### src/rtl/fifo_arb_pkg.sv
// Shared types and width helpers for the FIFO write-port arbiter and related schedulers.
package fifo_arb_pkg;

  typedef enum logic {
    StIdle  = 1'b0,
    StGrant = 1'b1
  } arb_state_e;

  // Index width for an n-entry vector; never narrower than one bit.
  function automatic int unsigned idx_width(input int unsigned n);
    return (n > 1) ? $clog2(n) : 1;
  endfunction

endpackage

### src/rtl/rr_pick.sv
// Combinational round-robin picker: first set request strictly after i_last, wrapping.
module rr_pick
  import fifo_arb_pkg::*;
#(
  parameter int unsigned NUM_REQ = 4,
  parameter int unsigned IDX_W   = idx_width(NUM_REQ)
) (
  input  logic [NUM_REQ-1:0] i_req,
  input  logic [IDX_W-1:0]   i_last,
  output logic [IDX_W-1:0]   o_idx,
  output logic               o_valid
);

  logic [IDX_W-1:0] w_cand;

  always_comb begin
    o_idx   = '0;
    o_valid = 1'b0;
    w_cand  = '0;
    // Offsets 1..NUM_REQ visit every slot once, ending at i_last itself.
    for (int unsigned off = 1; off <= NUM_REQ; off++) begin
      w_cand = IDX_W'((32'(i_last) + off) % NUM_REQ);
      if (!o_valid && i_req[w_cand]) begin
        o_valid = 1'b1;
        o_idx   = w_cand;
      end
    end
  end

endmodule

### src/rtl/fifo_wr_arbiter.sv
// Round-robin arbiter sharing one FIFO write port among NUM_REQ producers with bounded bursts.
module fifo_wr_arbiter
  import fifo_arb_pkg::*;
#(
  parameter int unsigned NUM_REQ    = 4,
  parameter int unsigned DATA_WIDTH = 8,
  parameter int unsigned MAX_BURST  = 4
) (
  input  logic                          i_clk,
  input  logic                          i_rst_n,
  input  logic [NUM_REQ-1:0]            i_req,
  input  logic [NUM_REQ*DATA_WIDTH-1:0] i_req_data,
  output logic [NUM_REQ-1:0]            o_ack,
  output logic [NUM_REQ-1:0]            o_gnt,
  input  logic                          i_fifo_full,
  output logic                          o_fifo_wr_en,
  output logic [DATA_WIDTH-1:0]         o_fifo_din,
  output logic                          o_busy
);

  localparam int unsigned IDX_W = idx_width(NUM_REQ);
  localparam int unsigned CNT_W = $clog2(MAX_BURST + 1);

  arb_state_e       r_state, w_state_nxt;
  logic [IDX_W-1:0] r_owner, w_owner_nxt;
  logic [IDX_W-1:0] r_last_owner, w_last_nxt;
  logic [CNT_W-1:0] r_burst_cnt, w_cnt_nxt;

  logic [IDX_W-1:0] w_pick_idx;
  logic             w_pick_valid;
  logic             w_owner_req;
  logic             w_beat;
  logic             w_release;

  rr_pick #(
    .NUM_REQ (NUM_REQ),
    .IDX_W   (IDX_W)
  ) u_rr_pick (
    .i_req   (i_req),
    .i_last  (r_last_owner),
    .o_idx   (w_pick_idx),
    .o_valid (w_pick_valid)
  );

  assign w_owner_req = i_req[r_owner];

  always_comb begin
    w_state_nxt = r_state;
    w_owner_nxt = r_owner;
    w_last_nxt  = r_last_owner;
    w_cnt_nxt   = r_burst_cnt;
    w_beat      = 1'b0;
    w_release   = 1'b0;
    unique case (r_state)
      StIdle: begin
        if (w_pick_valid) begin
          w_owner_nxt = w_pick_idx;
          w_cnt_nxt   = '0;
          w_state_nxt = StGrant;
        end
      end
      StGrant: begin
        // A full FIFO stalls the burst without releasing it.
        w_beat    = w_owner_req && !i_fifo_full;
        w_release = !w_owner_req ||
                    (w_beat && (r_burst_cnt == CNT_W'(MAX_BURST - 1)));
        if (w_beat) begin
          w_cnt_nxt = r_burst_cnt + CNT_W'(1);
        end
        if (w_release) begin
          w_last_nxt  = r_owner;
          w_cnt_nxt   = '0;
          w_state_nxt = StIdle;
        end
      end
      default: begin
        w_state_nxt = StIdle;
      end
    endcase
  end

  always_ff @(posedge i_clk or negedge i_rst_n) begin
    if (!i_rst_n) begin
      r_state      <= StIdle;
      r_owner      <= '0;
      r_last_owner <= IDX_W'(NUM_REQ - 1);
      r_burst_cnt  <= '0;
    end else begin
      r_state      <= w_state_nxt;
      r_owner      <= w_owner_nxt;
      r_last_owner <= w_last_nxt;
      r_burst_cnt  <= w_cnt_nxt;
    end
  end

  always_comb begin
    o_ack      = '0;
    o_gnt      = '0;
    o_fifo_din = '0;
    if (r_state == StGrant) begin
      o_gnt[r_owner] = 1'b1;
    end
    if (w_beat) begin
      o_ack[r_owner] = 1'b1;
      o_fifo_din     = i_req_data[32'(r_owner) * DATA_WIDTH +: DATA_WIDTH];
    end
  end

  assign o_fifo_wr_en = w_beat;
  assign o_busy       = (r_state == StGrant);

endmodule

### config.mk
export PLATFORM = sky130hd
export DESIGN_NAME = fifo_wr_arbiter
export DESIGN_NICKNAME = d
export VERILOG_FILES = /design/src/rtl/fifo_arb_pkg.sv /design/src/rtl/rr_pick.sv /design/src/rtl/fifo_wr_arbiter.sv
export SDC_FILE = /design/constraint.sdc
export NUM_CORES = 1
export LEC_CHECK = 0
export CORE_MARGIN = 1
export CORE_UTILIZATION = 38
export DETAILED_ROUTE_END_ITERATION = 8
export GPL_TIMING_DRIVEN = 0
export PLACE_DENSITY = 0.87
export SYNTH_ARGS = -nofsm -noshare
export SYNTH_HDL_FRONTEND = slang
export SYNTH_SLANG_ARGS = --single-unit
export TNS_END_PERCENT = 10
### constraint.sdc
create_clock -name i_clk -period 4.84 [get_ports i_clk]
set_input_delay 0.484 -clock i_clk [delete_from_list [all_inputs] [get_ports i_clk]]
set_output_delay 0.484 -clock i_clk [all_outputs]
set_load 0.01 [all_outputs]
# Word-level counts from Yosys, hierarchy flattened
# Cells that the tools add are included.
# Widths: inputs -> output; s select.
[word_totals] output_inout_bits=18 reg_bits=8 word_cells=66 input_bits=39
[classes] eq_ne=3 addsub=5 bitwise=1 shifts=1 order_cmp=6 reduce_logical=15 n_mux=31
[op_table] op="$shiftx 32x6->8" n=1
[op_table] op="$lt 2x3->1 const B" n=5
[op_table] op="$mux 1" n=13
[op_table] op="$bmux 1 s2" n=5
[op_table] op="$mux 3" n=3
[op_table] op="$mux 2" n=4
[op_table] op="$mux 4" n=2
[op_table] op="$mux 8" n=1
[op_table] op="$logic_and 1x1->1" n=6
[op_table] op="$pmux 3 s2" n=1
[op_table] op="$reduce_and 2->1" n=3
[op_table] op="$logic_not 1->1" n=5
[op_table] op="$add 2x1->2 const B" n=2
[op_table] op="$add 2x2->2 const B" n=2
[op_table] op="$add 3x1->3 const B" n=1
[op_table] op="$eq 3x2->1 const B" n=1
[op_table] op="$ne 3x1->1 const B" n=1
[op_table] op="$demux 1 s2" n=1
[op_table] op="$ge 2x1->1 const B" n=1
[op_table] op="$ne 2x1->1 const B" n=1
[op_table] op="$pmux 1 s2" n=1
[op_table] op="$logic_or 1x1->1" n=1
[op_table] op="$not 1->1" n=1

# Depth between registers and ports, before layout
[depth] word_depth=15 depth_mapped=5 mapped_depth_nobuf=5

# Cells and area by module
# A second synthesis with hierarchy kept.
[hier_totals] cells_unflattened=78 hier_area_um2=819.5
[by_module_without_submodules] mod="fifo_wr_arbiter" area_each_um2=728.2 cells_each=64 seq_area_each_um2=202.7 n_inst=1
[by_module_without_submodules] mod="rr_pick" area_each_um2=91.3 cells_each=14 seq_area_each_um2=0.0 n_inst=1

# Worst setup path after synthesis
# Ideal clock, no wire load.
[synth_timing] kind="register -> output" startpoint="reg r_owner[1]" endpoint="out o_ack[0]" t_arrival_ps=1488 required_time_ps=4356 stages_incl_launch_ff=6 n_path_buf=2 setup_slack_ps=2868 path_cell_list="dfrtp_1 > buf_6 > mux4_2 > nand3b_2 > buf_4 > nor3_1"
[synth_via] elab_chain_cells=5 elab_cells_between_ends=10
[synth_lines] item="from (decl)" line="fifo_wr_arbiter.sv:25" source="logic [IDX_W-1:0] r_owner, w_owner_nxt;"
[synth_lines] item="from (signal assigned)" line="fifo_wr_arbiter.sv:90" source="r_owner <= w_owner_nxt;"
[synth_lines] item="$lt 2x3->1 (implied by the code), or another cell as far along" line="fifo_wr_arbiter.sv:104" source="o_ack[r_owner] = 1'b1;"
[synth_lines] item="$logic_and 1x1->1 (implied by the code) or $mux 1 (tied branches)" line="fifo_wr_arbiter.sv:104, fifo_wr_arbiter.sv:45"
[synth_lines] item="$mux 1 (implied by the code) or $logic_and 1x1->1 (tied branches)" line="fifo_wr_arbiter.sv:104, fifo_wr_arbiter.sv:64"
[synth_lines] item="$demux 1 s2 or $mux 1 (tied branches)" line="fifo_wr_arbiter.sv:104, fifo_wr_arbiter.sv:54"
[synth_lines] item="$mux 4 *" line="fifo_wr_arbiter.sv:103" source="if (w_beat) begin"
[synth_lines] item="to (decl)" line="fifo_wr_arbiter.sv:13" source="output logic [NUM_REQ-1:0] o_ack,"
# Every way passes the cells marked *; elsewhere a longest branch is shown, timed or not. The select of a mux whose other input is x is not followed.

# Worst setup path after layout
[layout_timing] startpoint="in i_req[3]" endpoint="out o_ack[2]"
[layout_via] elab_chain_cells=5
[layout_lines] item="from (decl)" line="fifo_wr_arbiter.sv:11" source="input logic [NUM_REQ-1:0] i_req,"
[layout_lines] item="$bmux 1 s2" line="fifo_wr_arbiter.sv:45" source="assign w_owner_req = i_req[r_owner];"
[layout_lines] item="$mux 1 (implied by the code)" line="fifo_wr_arbiter.sv:45"
[layout_lines] item="$logic_and 1x1->1" line="fifo_wr_arbiter.sv:64" source="w_beat = w_owner_req && !i_fifo_full;"
[layout_lines] item="$mux 1" line="fifo_wr_arbiter.sv:54" source="unique case (r_state)"
[layout_lines] item="$mux 4" line="fifo_wr_arbiter.sv:103"
# No other way between the ends. The select of a mux whose other input is x is not followed.

==> impl_summary.log <==
[metrics] mean instance size in the synthesized netlist: around 11 um2
[metrics] share of synthesized area occupied by flip-flops and latches: between 20% and 30%
[metrics] switching share of total power: around 39%
[metrics] switching power: 0.000255 W
[metrics] final hold vios: 0
[metrics] horizontal die dimension: 49.3 um
[metrics] post-route clock period utilization: a little over three fifths
[metrics] largest net degree at the start of global routing: 11
[metrics] slew of the pin with the lowest slew margin: roughly 580 ps
[metrics] Gate power share: a little under three quarters
[metrics] remaining global-route overflow: 0
[metrics] number of vias in the routed layout: roughly 910
[metrics] most used flip-flop cell after synthesis: dfrtp_1
[metrics] clock tree from TritonCTS: yes
[metrics] number of buffers created by CTS: 3
[metrics] number of global-route vias before repair: 881
[metrics] worst voltage drop across the vdd grid: 0.000339 V
[metrics] synth top area cells: mux4_2, dfrtp_1, nor2b_1
[metrics] detailed-routing iteration count for the pre-antenna-repair pass: 5
[metrics] CTS sink count: 8
[metrics] Int Power: ~0.0004 W
[metrics] Post-CTS Setup Bufs: 0
[metrics] max-capacitance violation count: 0
[metrics] last weighted congestion value of the routability-driven placer: 0.782
[metrics] total negative slack for setup checks: 0 ps
[metrics] share of flip-flops with an asynchronous set or reset: 100%
[metrics] setup repair after global routing missed its margin: false
[metrics] cell taking the most area after synthesis: mux4_2
[metrics] Synth cell types: 34
[metrics] Routed WL per cell: around 15 um
[metrics] clock input transition at the sequential cells of the worst setup and hold paths: 60 ps
[metrics] Yosys warning count: 0
[metrics] instance area after placement: 1440 um2
[metrics] share of layout cells above drive strength 1: 17.1%
[metrics] antenna violations before repair: 0
[metrics] Min Clock Period, post-route: roughly 3000 ps
[metrics] area growth from synthesis to final layout: 73.2%
[metrics] antenna violation net count after detailed routing: 0
[metrics] buffer cell driving the clock tree root: clkbuf_4
[metrics] power per cell area: between 400 and 500 nW/um2
[metrics] number of vias per cell after detailed routing: about 5.4
[metrics] setup slack of the most critical reg-to-reg path: 3100 ps
[metrics] type of the worst setup path: primary input to output pin
[metrics] maximum net fanout on the critical path: 10
[metrics] effective utilization at floorplan: 42.0%
[metrics] DP Wirelength: 2.02 mm
[metrics] part of the power in registers: between 10% and 20%
[metrics] final wirelength: 2.55 mm
[metrics] Clock Tree Buf Depth: 2
[metrics] net count after synthesis: between 100 and 150
[metrics] Highest Clock Rate: 330 MHz
[metrics] number of instances resized during post-cts repair: 0
[metrics] number of port buffers: 56
[metrics] most used standard cells in the synthesized netlist: mux4_2, nor2b_1, dfrtp_1
[metrics] element type at the critical path end: output pin
[metrics] data arrival time of the worst path: between 2000 and 3000 ps
[metrics] total chip power: 0.000646 W
[metrics] standby leakage power: approximately 0.57 nW
[metrics] top cell type's share of synthesized area: around a quarter
[metrics] clock insertion delay at the later pin of the skew report: 260 ps
[metrics] Die Height: roughly 50 um
[metrics] Max Transition Viols Final: 0
[metrics] total DRC errors in the routed layout: 0
[metrics] Cells after Synth: 80
[metrics] filler cell count: approximately 150
[metrics] number of nets in the final layout: between 150 and 200
[metrics] Post-synth EDFFs: 0
[metrics] setup violation total in the final timing report: 0
[metrics] synthesized flop and latch total: 8
[metrics] maximum level of the CTS H-tree: 1
[metrics] clock tree skew after final layout: approximately 7.7 ps
[metrics] first-pass GRT wire length: approximately 4.3 mm
[metrics] clock power share: between 8 and 9%
[metrics] result of the run: completed
[metrics] total inserted antenna cells: 0
[metrics] final design area excluding fillers: 1470 um2
[metrics] kind of path behind the tightest hold check: primary input to async pin
[metrics] DIE AREA: between 2000 and 2500 um2
[metrics] cell row count: 16
[metrics] worst slew margin relative to its limit: roughly three fifths
[metrics] First DRT Iteration DRCs: 22
[metrics] Post-Syn Area: around 850 um2
[metrics] global routing usage summed across all routing layers: 22.9%
[metrics] hold buffer count at CTS: 0
[metrics] area of the core: about 2000 um2
[metrics] startpoint kind of the worst setup timing path: primary input
[metrics] endpoint required time on the critical path: 4360 ps
[metrics] Ports: 57
## registers in the layout, summed over array words and instances, names as in the netlist
register,flops
r_owner,2
o_busy,1
r_burst_cnt,3
r_last_owner,2
## critical path, stage by stage
cell,delay [ps]
clkdlybuf4s50_1,500
mux4_2,630
nand3b_2,170
buf_4,190
nor3b_2,60
clkdlybuf4s50_1,500
## area by class of cell
type	instances	area [um2]	area share [%]
tap	27	33.8	2.30
inverter	5	18.8	1.28
timing repair buffer	56	561	38.2
clock buffer	4	26.3	1.79
buffer	6	37.5	2.56
sequential	8	203	13.8
multi-input combinational	61	589	40.1
## power groups by stage
| stage | clock, W | combinational [W] | sequential (W) |
|---|---|---|---|
| after floorplan | 0 | 0.000304 | 0.000121 |
| after global placement | 0 | 0.000451 | 0.000121 |
| after detailed placement | 0 | 0.000465 | 0.000124 |
| after CTS | 0.0000594 | 0.000467 | 0.000124 |
| after global routing | 0.0000613 | 0.000503 | 0.000129 |
| final | 0.0000570 | 0.000465 | 0.000125 |
## logic make-up after synthesis
group,after synthesis,synth area share (%)
AND/OR/NAND/NOR,36,26.8
multiplexers,15,31.3
adder cells (fa/ha/maj),2,2.95
buffers and inverters,11,6.64
flip-flops,8,23.9
AO/OA/AOI/OAI,8,8.41
## per-layer routing
| layer | track usage (%) | wire (um) | share of wire, % |
|---|---|---|---|
| met5 | 0 | 0 | 0 |
| met4 | 8.33 | 29 | 1.1 |
| met3 | 4.05 | 207 | 8.1 |
| met2 | 36.8 | 1180 | 46 |
| met1 | 30.5 | 1140 | 45 |
## through the flow
stage          utilization, %  setup WS, ps  instances  hold slack, ps
2_1_floorplan               -          2870         80             188
3_5_place_dp             71.3          1800        163             518
5_1_grt                  72.6          1670        167             523
3_3_place_gp             71.3          1820        163             503
6_report                 72.6          1810        167             492
4_1_cts                  72.6          1800        167             492
## final timing paths
kind                                start               to  depth (start not counted)
setup / recovery                 i_req[3]         o_ack[2]                          6
hold / removal                    i_rst_n   r_burst_cnt[0]                          1
setup reg to reg               r_owner[1]  r_last_owner[0]                          4
hold reg to reg            r_burst_cnt[2]   r_burst_cnt[2]                          2
max in group asynchronous         i_rst_n  r_last_owner[0]                          1
min in group i_clk         r_burst_cnt[2]   r_burst_cnt[2]                          2
## placed cells by master (no fill, tap or decap)
master | Yosys | routed
a21o_1 | 1 | 1
a21oi_1 | 2 | 2
a21oi_2 | 1 | 1
a22oi_4 | 1 | 1
and2_1 | 1 | 1
and3b_1 | 1 | 1
buf_1 | 1 | 1
buf_4 | 2 | 2
buf_6 | 1 | 1
clkbuf_1 | 2 | 3
clkbuf_4 | 0 | 3
clkdlybuf4s50_1 | 0 | 56
dfrtp_1 | 6 | 6
dfstp_2 | 2 | 2
ha_1 | 2 | 2
inv_1 | 3 | 3
inv_2 | 2 | 2
mux2_1 | 2 | 2
mux2i_1 | 4 | 4
mux4_2 | 9 | 9
nand2_1 | 4 | 4
nand2b_1 | 2 | 2
nand3_1 | 1 | 1
nand3b_2 | 1 | 1
nand4_1 | 2 | 2
nand4b_1 | 1 | 1
nor2_1 | 4 | 4
nor2b_1 | 9 | 9
nor3_1 | 3 | 3
nor3b_1 | 3 | 3
nor3b_2 | 2 | 2
nor4_1 | 1 | 1
o21ai_0 | 1 | 1
o31ai_1 | 1 | 1
o41a_1 | 1 | 1
or4_1 | 1 | 1
Note: power is estimated with default switching activity, not from simulation.
